<file path="src/rtl/lutram_fifo_if.sv">
// lutram_fifo_if: handshake/data bundle between a FIFO user and lutram_fifo.
//   master modport - the user side. It drives push/pushData/pop/clearErrors and
//                    observes the head data, the level, the flags and the errors.
//   slave modport  - the FIFO side. It is the mirror of the master modport.
interface lutram_fifo_if #(
  parameter int nrOfAddressBits = 5,
  parameter int nrOfDataBits    = 32
);
  logic                      push;
  logic [nrOfDataBits-1:0]   pushData;
  logic                      pop;
  logic [nrOfDataBits-1:0]   popData;
  logic                      full;
  logic                      empty;
  logic                      almostFull;
  logic                      almostEmpty;
  logic [nrOfAddressBits:0]  fillLevel;
  logic                      overflow;
  logic                      underflow;
  logic                      clearErrors;

  modport master (
    output push, pushData, pop, clearErrors,
    input  popData, full, empty, almostFull, almostEmpty, fillLevel,
           overflow, underflow
  );

  modport slave (
    input  push, pushData, pop, clearErrors,
    output popData, full, empty, almostFull, almostEmpty, fillLevel,
           overflow, underflow
  );
endinterface

</file>
<file path="src/rtl/lutram_fifo.sv">
// lutram_fifo: single-clock first-word-fall-through FIFO on an async-read
// LUT RAM. The head entry is always presented on popData, so a read costs
// no latency. The design also provides a fill counter, programmable
// almost-full/almost-empty thresholds, and sticky overflow/underflow flags.
// Ports:
//   clock - rising-edge clock
//   reset - synchronous, active-high. It clears the pointers, the level and
//           the error flags. RAM contents are kept.
//   bus   - lutram_fifo_if.slave: push/pushData, pop/popData, full, empty,
//           almostFull, almostEmpty, fillLevel, overflow, underflow, clearErrors
module lutram_fifo #(
  parameter int nrOfAddressBits  = 5,
  parameter int nrOfDataBits     = 32,
  parameter int almostFullLevel  = 2**nrOfAddressBits - 2,
  parameter int almostEmptyLevel = 2
) (
  input  logic         clock,
  input  logic         reset,
  lutram_fifo_if.slave bus
);
  localparam int AW    = nrOfAddressBits;
  localparam int DW    = nrOfDataBits;
  localparam int DEPTH = 2**AW;

  localparam logic [AW:0] DEPTH_LVL = (AW+1)'(DEPTH);
  localparam logic [AW:0] AF_LVL    = (AW+1)'(almostFullLevel);
  localparam logic [AW:0] AE_LVL    = (AW+1)'(almostEmptyLevel);

  logic [DW-1:0] mem [DEPTH];

  logic [AW-1:0] wr_ptr_q, wr_ptr_d;
  logic [AW-1:0] rd_ptr_q, rd_ptr_d;
  logic [AW:0]   fill_q, fill_d;
  logic          overflow_q, overflow_d;
  logic          underflow_q, underflow_d;

  logic full_w, empty_w, push_ok, pop_ok;

  // All flags are decoded from the registered level. They therefore follow
  // the causing edge by one cycle.
  assign full_w  = (fill_q == DEPTH_LVL);
  assign empty_w = (fill_q == '0);

  assign pop_ok  = bus.pop & ~empty_w;
  // A full FIFO still accepts a push when a pop frees a slot in the same cycle.
  assign push_ok = bus.push & (~full_w | pop_ok);

  always_comb begin
    wr_ptr_d    = wr_ptr_q;
    rd_ptr_d    = rd_ptr_q;
    fill_d      = fill_q;
    overflow_d  = overflow_q;
    underflow_d = underflow_q;

    if (push_ok) wr_ptr_d = wr_ptr_q + AW'(1);
    if (pop_ok)  rd_ptr_d = rd_ptr_q + AW'(1);

    unique case ({push_ok, pop_ok})
      2'b10:   fill_d = fill_q + (AW+1)'(1);
      2'b01:   fill_d = fill_q - (AW+1)'(1);
      default: fill_d = fill_q;
    endcase

    // A new error event outranks clearErrors, so no event is lost.
    if (bus.clearErrors) begin
      overflow_d  = 1'b0;
      underflow_d = 1'b0;
    end
    if (bus.push & ~push_ok)  overflow_d  = 1'b1;
    if (bus.pop  & empty_w)   underflow_d = 1'b1;
  end

  always_ff @(posedge clock) begin
    if (reset) begin
      wr_ptr_q    <= '0;
      rd_ptr_q    <= '0;
      fill_q      <= '0;
      overflow_q  <= 1'b0;
      underflow_q <= 1'b0;
    end else begin
      wr_ptr_q    <= wr_ptr_d;
      rd_ptr_q    <= rd_ptr_d;
      fill_q      <= fill_d;
      overflow_q  <= overflow_d;
      underflow_q <= underflow_d;
    end
  end

  // The RAM is never reset. A push that coincides with reset is dropped, so
  // the RAM stays consistent with the cleared pointers.
  always_ff @(posedge clock) begin
    if (push_ok && !reset) mem[wr_ptr_q] <= bus.pushData;
  end

  assign bus.popData     = mem[rd_ptr_q];
  assign bus.full        = full_w;
  assign bus.empty       = empty_w;
  assign bus.almostFull  = (fill_q >= AF_LVL);
  assign bus.almostEmpty = (fill_q <= AE_LVL);
  assign bus.fillLevel   = fill_q;
  assign bus.overflow    = overflow_q;
  assign bus.underflow   = underflow_q;
endmodule
</file>
<file path="src/flat_wrapper.sv">
// flat-port wrapper written by rule: the top's interface ports become plain ports
module lutram_fifo_flat 
#(
  parameter int nrOfAddressBits  = 5,
  parameter int nrOfDataBits     = 32,
  parameter int almostFullLevel  = 2**nrOfAddressBits - 2,
  parameter int almostEmptyLevel = 2
)
  (clock, reset, bus_push, bus_pushData, bus_pop, bus_clearErrors, bus_popData, bus_full, bus_empty, bus_almostFull, bus_almostEmpty, bus_fillLevel, bus_overflow, bus_underflow);
  lutram_fifo_if #(.nrOfAddressBits(nrOfAddressBits), .nrOfDataBits(nrOfDataBits)) bus_i ();
  input  logic clock;
  input  logic reset;
  input wire logic [$bits(bus_i.push)-1:0] bus_push;
  input wire logic [$bits(bus_i.pushData)-1:0] bus_pushData;
  input wire logic [$bits(bus_i.pop)-1:0] bus_pop;
  input wire logic [$bits(bus_i.clearErrors)-1:0] bus_clearErrors;
  output wire logic [$bits(bus_i.popData)-1:0] bus_popData;
  output wire logic [$bits(bus_i.full)-1:0] bus_full;
  output wire logic [$bits(bus_i.empty)-1:0] bus_empty;
  output wire logic [$bits(bus_i.almostFull)-1:0] bus_almostFull;
  output wire logic [$bits(bus_i.almostEmpty)-1:0] bus_almostEmpty;
  output wire logic [$bits(bus_i.fillLevel)-1:0] bus_fillLevel;
  output wire logic [$bits(bus_i.overflow)-1:0] bus_overflow;
  output wire logic [$bits(bus_i.underflow)-1:0] bus_underflow;
  assign bus_i.push = bus_push;
  assign bus_i.pushData = bus_pushData;
  assign bus_i.pop = bus_pop;
  assign bus_i.clearErrors = bus_clearErrors;
  assign bus_popData = bus_i.popData;
  assign bus_full = bus_i.full;
  assign bus_empty = bus_i.empty;
  assign bus_almostFull = bus_i.almostFull;
  assign bus_almostEmpty = bus_i.almostEmpty;
  assign bus_fillLevel = bus_i.fillLevel;
  assign bus_overflow = bus_i.overflow;
  assign bus_underflow = bus_i.underflow;
  lutram_fifo #(.nrOfAddressBits(nrOfAddressBits), .nrOfDataBits(nrOfDataBits), .almostFullLevel(almostFullLevel), .almostEmptyLevel(almostEmptyLevel)) u_core (.clock(clock), .reset(reset), .bus(bus_i));
endmodule
</file>
<file path="config.mk">
export PLATFORM = sky130hd
export DESIGN_NAME = lutram_fifo_flat
export DESIGN_NICKNAME = d
export VERILOG_FILES = /design/src/rtl/lutram_fifo_if.sv /design/src/rtl/lutram_fifo.sv /design/src/flat_wrapper.sv
export SDC_FILE = /design/constraint.sdc
export NUM_CORES = 1
export LEC_CHECK = 0
export CAP_MARGIN = 30
export CORE_MARGIN = 2
export CORE_UTILIZATION = 45
export CTS_CLUSTER_DIAMETER = 100
export DETAILED_ROUTE_END_ITERATION = 8
export PLACE_DENSITY = 0.65
export RECOVER_POWER = 25
export SLEW_MARGIN = 15
export SYNTH_ARGS = -nofsm -noshare
export SYNTH_HDL_FRONTEND = slang
export SYNTH_SLANG_ARGS = --single-unit
</file>
<file path="constraint.sdc">
create_clock -name clock -period 3.32 [get_ports clock]
set_input_delay 0.83 -clock clock [delete_from_list [all_inputs] [get_ports clock]]
set_output_delay 0.83 -clock clock [all_outputs]
set_load 0.01 [all_outputs]
</file>
==> flow_summary.yaml <==
critical_path:
  r2r_cells: 9
  worstReg2RegStart: "u_core.bus.fillLevel[2]"
  r2r_slack_ns: 0.46
  crit_type: "flip-flop to primary output"
  cp_max_fo: 4
  critPathCaptureType: "primary output"
  crit_arrival_ns: 3.10
  cp-start-kind: "flip-flop"
  timing.rr.end: "u_core.bus.fillLevel[5]"
  cp.required_ns: 2.49
outcome:
  violations: "setup timing"
  status: "finished, violations left"
routing:
  ant_nets: 0
  drt-initial-drc-count: 2118
  first_pass_iters: 5
  drcViolationCount: 0
  routedWlPerCell_um: 29.62
  postRouteWirelength_um: 95390
  vias: 18890
  viasPerCell: 5.867
timing:
  slew_viol_final: 0
  period_needed_ns: 3.931
  finalHoldViolations: 0
  relSlewSlack: 0.09055
  worst_slack_ns: -0.6109
  final-setup-viol-count: 32
  worstMarginPinSlew_ns: 1.364
  fmax_mhz: 254.4
  rsz0062_at_grt: "true"
  skew_ns: 0.02296
  fin_crit_sh: 1.184
power_and_ir_drop:
  power_mw: 32.66
  power_density_nw_per_um2: 664.2
  peakVddDrop_mv: 0.4252
  p_leak_nw: 15.30
worst_hold_path:
  min_path_type: "flip-flop to flip-flop"
  min_from: "u_core.rd_ptr_q[1]"
  min_path_cells: 2
clocking:
  clkTransAtPathRegs_ns: 0.06
  root_buffer: "clkbuf_16"
  cts.sinks: 1047
  cts_tree: "done"
  cts_hold_buf: 0
  clock_path_buffers: 3
  numCtsBuffers: 104
  clk_latency_ns: 0.68
  h-tree-depth: 3
logic_synthesis:
  ys_types: 34
  synth_area_leader_cell: "edfxtp_1"
  yosysWarnings: 0
  netlist_area_um2: 39980
  yosys-top-cells-area: "edfxtp_1 (77%), mux4_2 (18%), dfxtp_1 (1.2%)"
  post_synth.cell_area_avg_um2: 24.70
  syn_inst: 1619
  netlist.area_leader.share: 0.7691
  synthesis.nets: 1666
  synth_seq_area_share: 0.7806
  ys_ff_latch: 1047
grt:
  grt.total_usage: 0.2127
  antenna_found_initial: 5
  grt_pass1_vias: 19430
  grt_remaining_overflow: 0
  grt_pass1_wl_um: 137400
  grt_max_degree: 36
floorplanning:
  fp.coreArea_um2: 88240
  ioPinCount: 81
  fp-row-count: 109
  fp.dieH_um: 302.1
  fp.dieW_um: 302.1
  die_area_um2: 91250
  start_util: 0.4531
final_layout:
  nets: 2013
  regArea_um2: 31230
  drive_gt1_frac: 0.3892
  fillers: 6279
  area_growth_pct: 22.99
  final_area_um2: 49170
  multiInputGateArea_um2: 8742
place:
  hpwl_um: 53180
  numPortBuffers: 80
  gp_congestion: 0.7558
  place_area_um2: 44390
run:
  drv_cap: 0
==> layer usage <==
layer,vias up,track usage,routed length (um)
li1,7733,-,-
met1,10180,0.2930,38480
met4,0,0.06306,2196
met5,-,0,0
met3,140,0.04144,7201
met2,842,0.3483,47510
==> layout make-up <==
class,instances,area share
antenna,2,0.0001018
clock buffer,129,0.05570
clock inverter,64,0.01153
inverter,5,0.0003817
multi-input combinational,485,0.1778
sequential,1047,0.6350
tap,1165,0.02964
timing repair buffer,323,0.08985
==> logic make-up (layout without fill, tap and decap cells) <==
| logic type | count (synthesis) | in the layout | synth area share |
|---|---|---|---|
| multiplexers | 357 | 357 | 0.1905 |
| AO/OA/AOI/OAI | 20 | 20 | 0.003317 |
| XOR/XNOR | 11 | 11 | 0.002410 |
| flip-flops | 1047 | 1047 | 0.7806 |
| buffers and inverters | 87 | 521 | 0.009795 |
| other | 0 | 2 | 0 |
| adder cells (fa/ha/maj) | 10 | 10 | 0.003317 |
| AND/OR/NAND/NOR | 87 | 87 | 0.01001 |
==> registers in the layout (all words and copies together), names as in the netlist, named ones only <==
signal	cells
u_core.mem	1024
u_core.bus.fillLevel	6
u_core.rd_ptr_q	5
u_core.wr_ptr_q	5
u_core.bus.overflow	1
u_core.bus.underflow	1
==> how the worst max path moves through the flow <==
| stage | start | to | cells past startpoint |
|---|---|---|---|
| final | flip-flop | bus_popData[5] | 9 |
| after global routing | flip-flop | bus_popData[5] | 9 |
| after CTS | flip-flop | bus_popData[27] | 8 |
| after detailed placement | flip-flop | bus_popData[10] | 6 |
| after global placement | flip-flop | bus_popData[4] | 6 |
| after floorplan | u_core.bus.fillLevel[0] | u_core.mem[30][0] | 6 |
==> cells in the final DEF (no fill, tap or decap), drive strengths merged, types with 9 or more instances in the layout <==
master,Yosys,layout
clkdlybuf4s50,0,25
dlygate4sd3,0,23
nand2,9,9
dfxtp,23,23
buf,43,255
mux2,33,33
edfxtp,1024,1024
ha,9,9
clkinv,0,48
nor2,54,54
mux4,320,320
clkbuf,39,148
==> critical path, stage by stage (launching register included) <==
cell,delay (ns)
dfxtp_4,0.36
buf_12,0.12
buf_12,0.12
buf_16,0.12
buf_8,0.12
buf_6,0.09
mux4_2,0.51
mux4_2,0.55
mux2_4,0.31
buf_6,0.13
==> synthesized netlist by cell type <==
cell / number
edfxtp_1: 1024
mux4_2: 320
nor2_1: 54
clkbuf_1: 39
mux2_2: 33
dfxtp_1: 23
buf_2: 22
buf_1: 14
ha_1: 9
nand2_1: 9
a21oi_1: 8
xor2_1: 6
inv_1: 5
nor2b_1: 5
xnor2_1: 5
buf_4: 4
mux2i_1: 4
nand4_1: 4
or3b_2: 4
buf_6: 3
nand3b_1: 3
o21ai_0: 3
or3_1: 3
a211oi_1: 2
nand3_1: 2
nor3_1: 2
o31a_1: 2
a21o_1: 1
a41o_1: 1
fa_1: 1
o21a_1: 1
o21bai_1: 1
o31ai_2: 1
or4_4: 1
==> power by group <==
part	total [mW]	internal [mW]	switching, mW
Sequential	14.7	14.6	0.110
Clock	11.3	6.48	4.83
Combinational	6.60	3.97	2.64
Total	32.7	25.1	7.58
==> metrics by stage <==
step	cells	util	setup TNS, ns	setup WS, ns	hold slack, ns
2_1_floorplan	1619	-	-7.436	-0.009743	0.4678
3_3_place_gp	2946	0.5031	-4.463	-0.1822	0.4949
3_5_place_dp	2946	0.5031	-4.541	-0.1838	0.4985
4_1_cts	3185	0.5533	-17.85	-0.6385	0.5087
5_1_grt	3220	0.5573	-19.17	-0.6834	0.5674
6_report	3220	0.5573	-16.65	-0.6109	0.4977
==> timing repair <==
action	in CTS	in global routing
endpoints found under the setup margin	33	32
gates resized for setup	236	30
gates cloned	17	2
setup buffers	31	14
No activity file was read; power rests on OpenSTA's default activity.
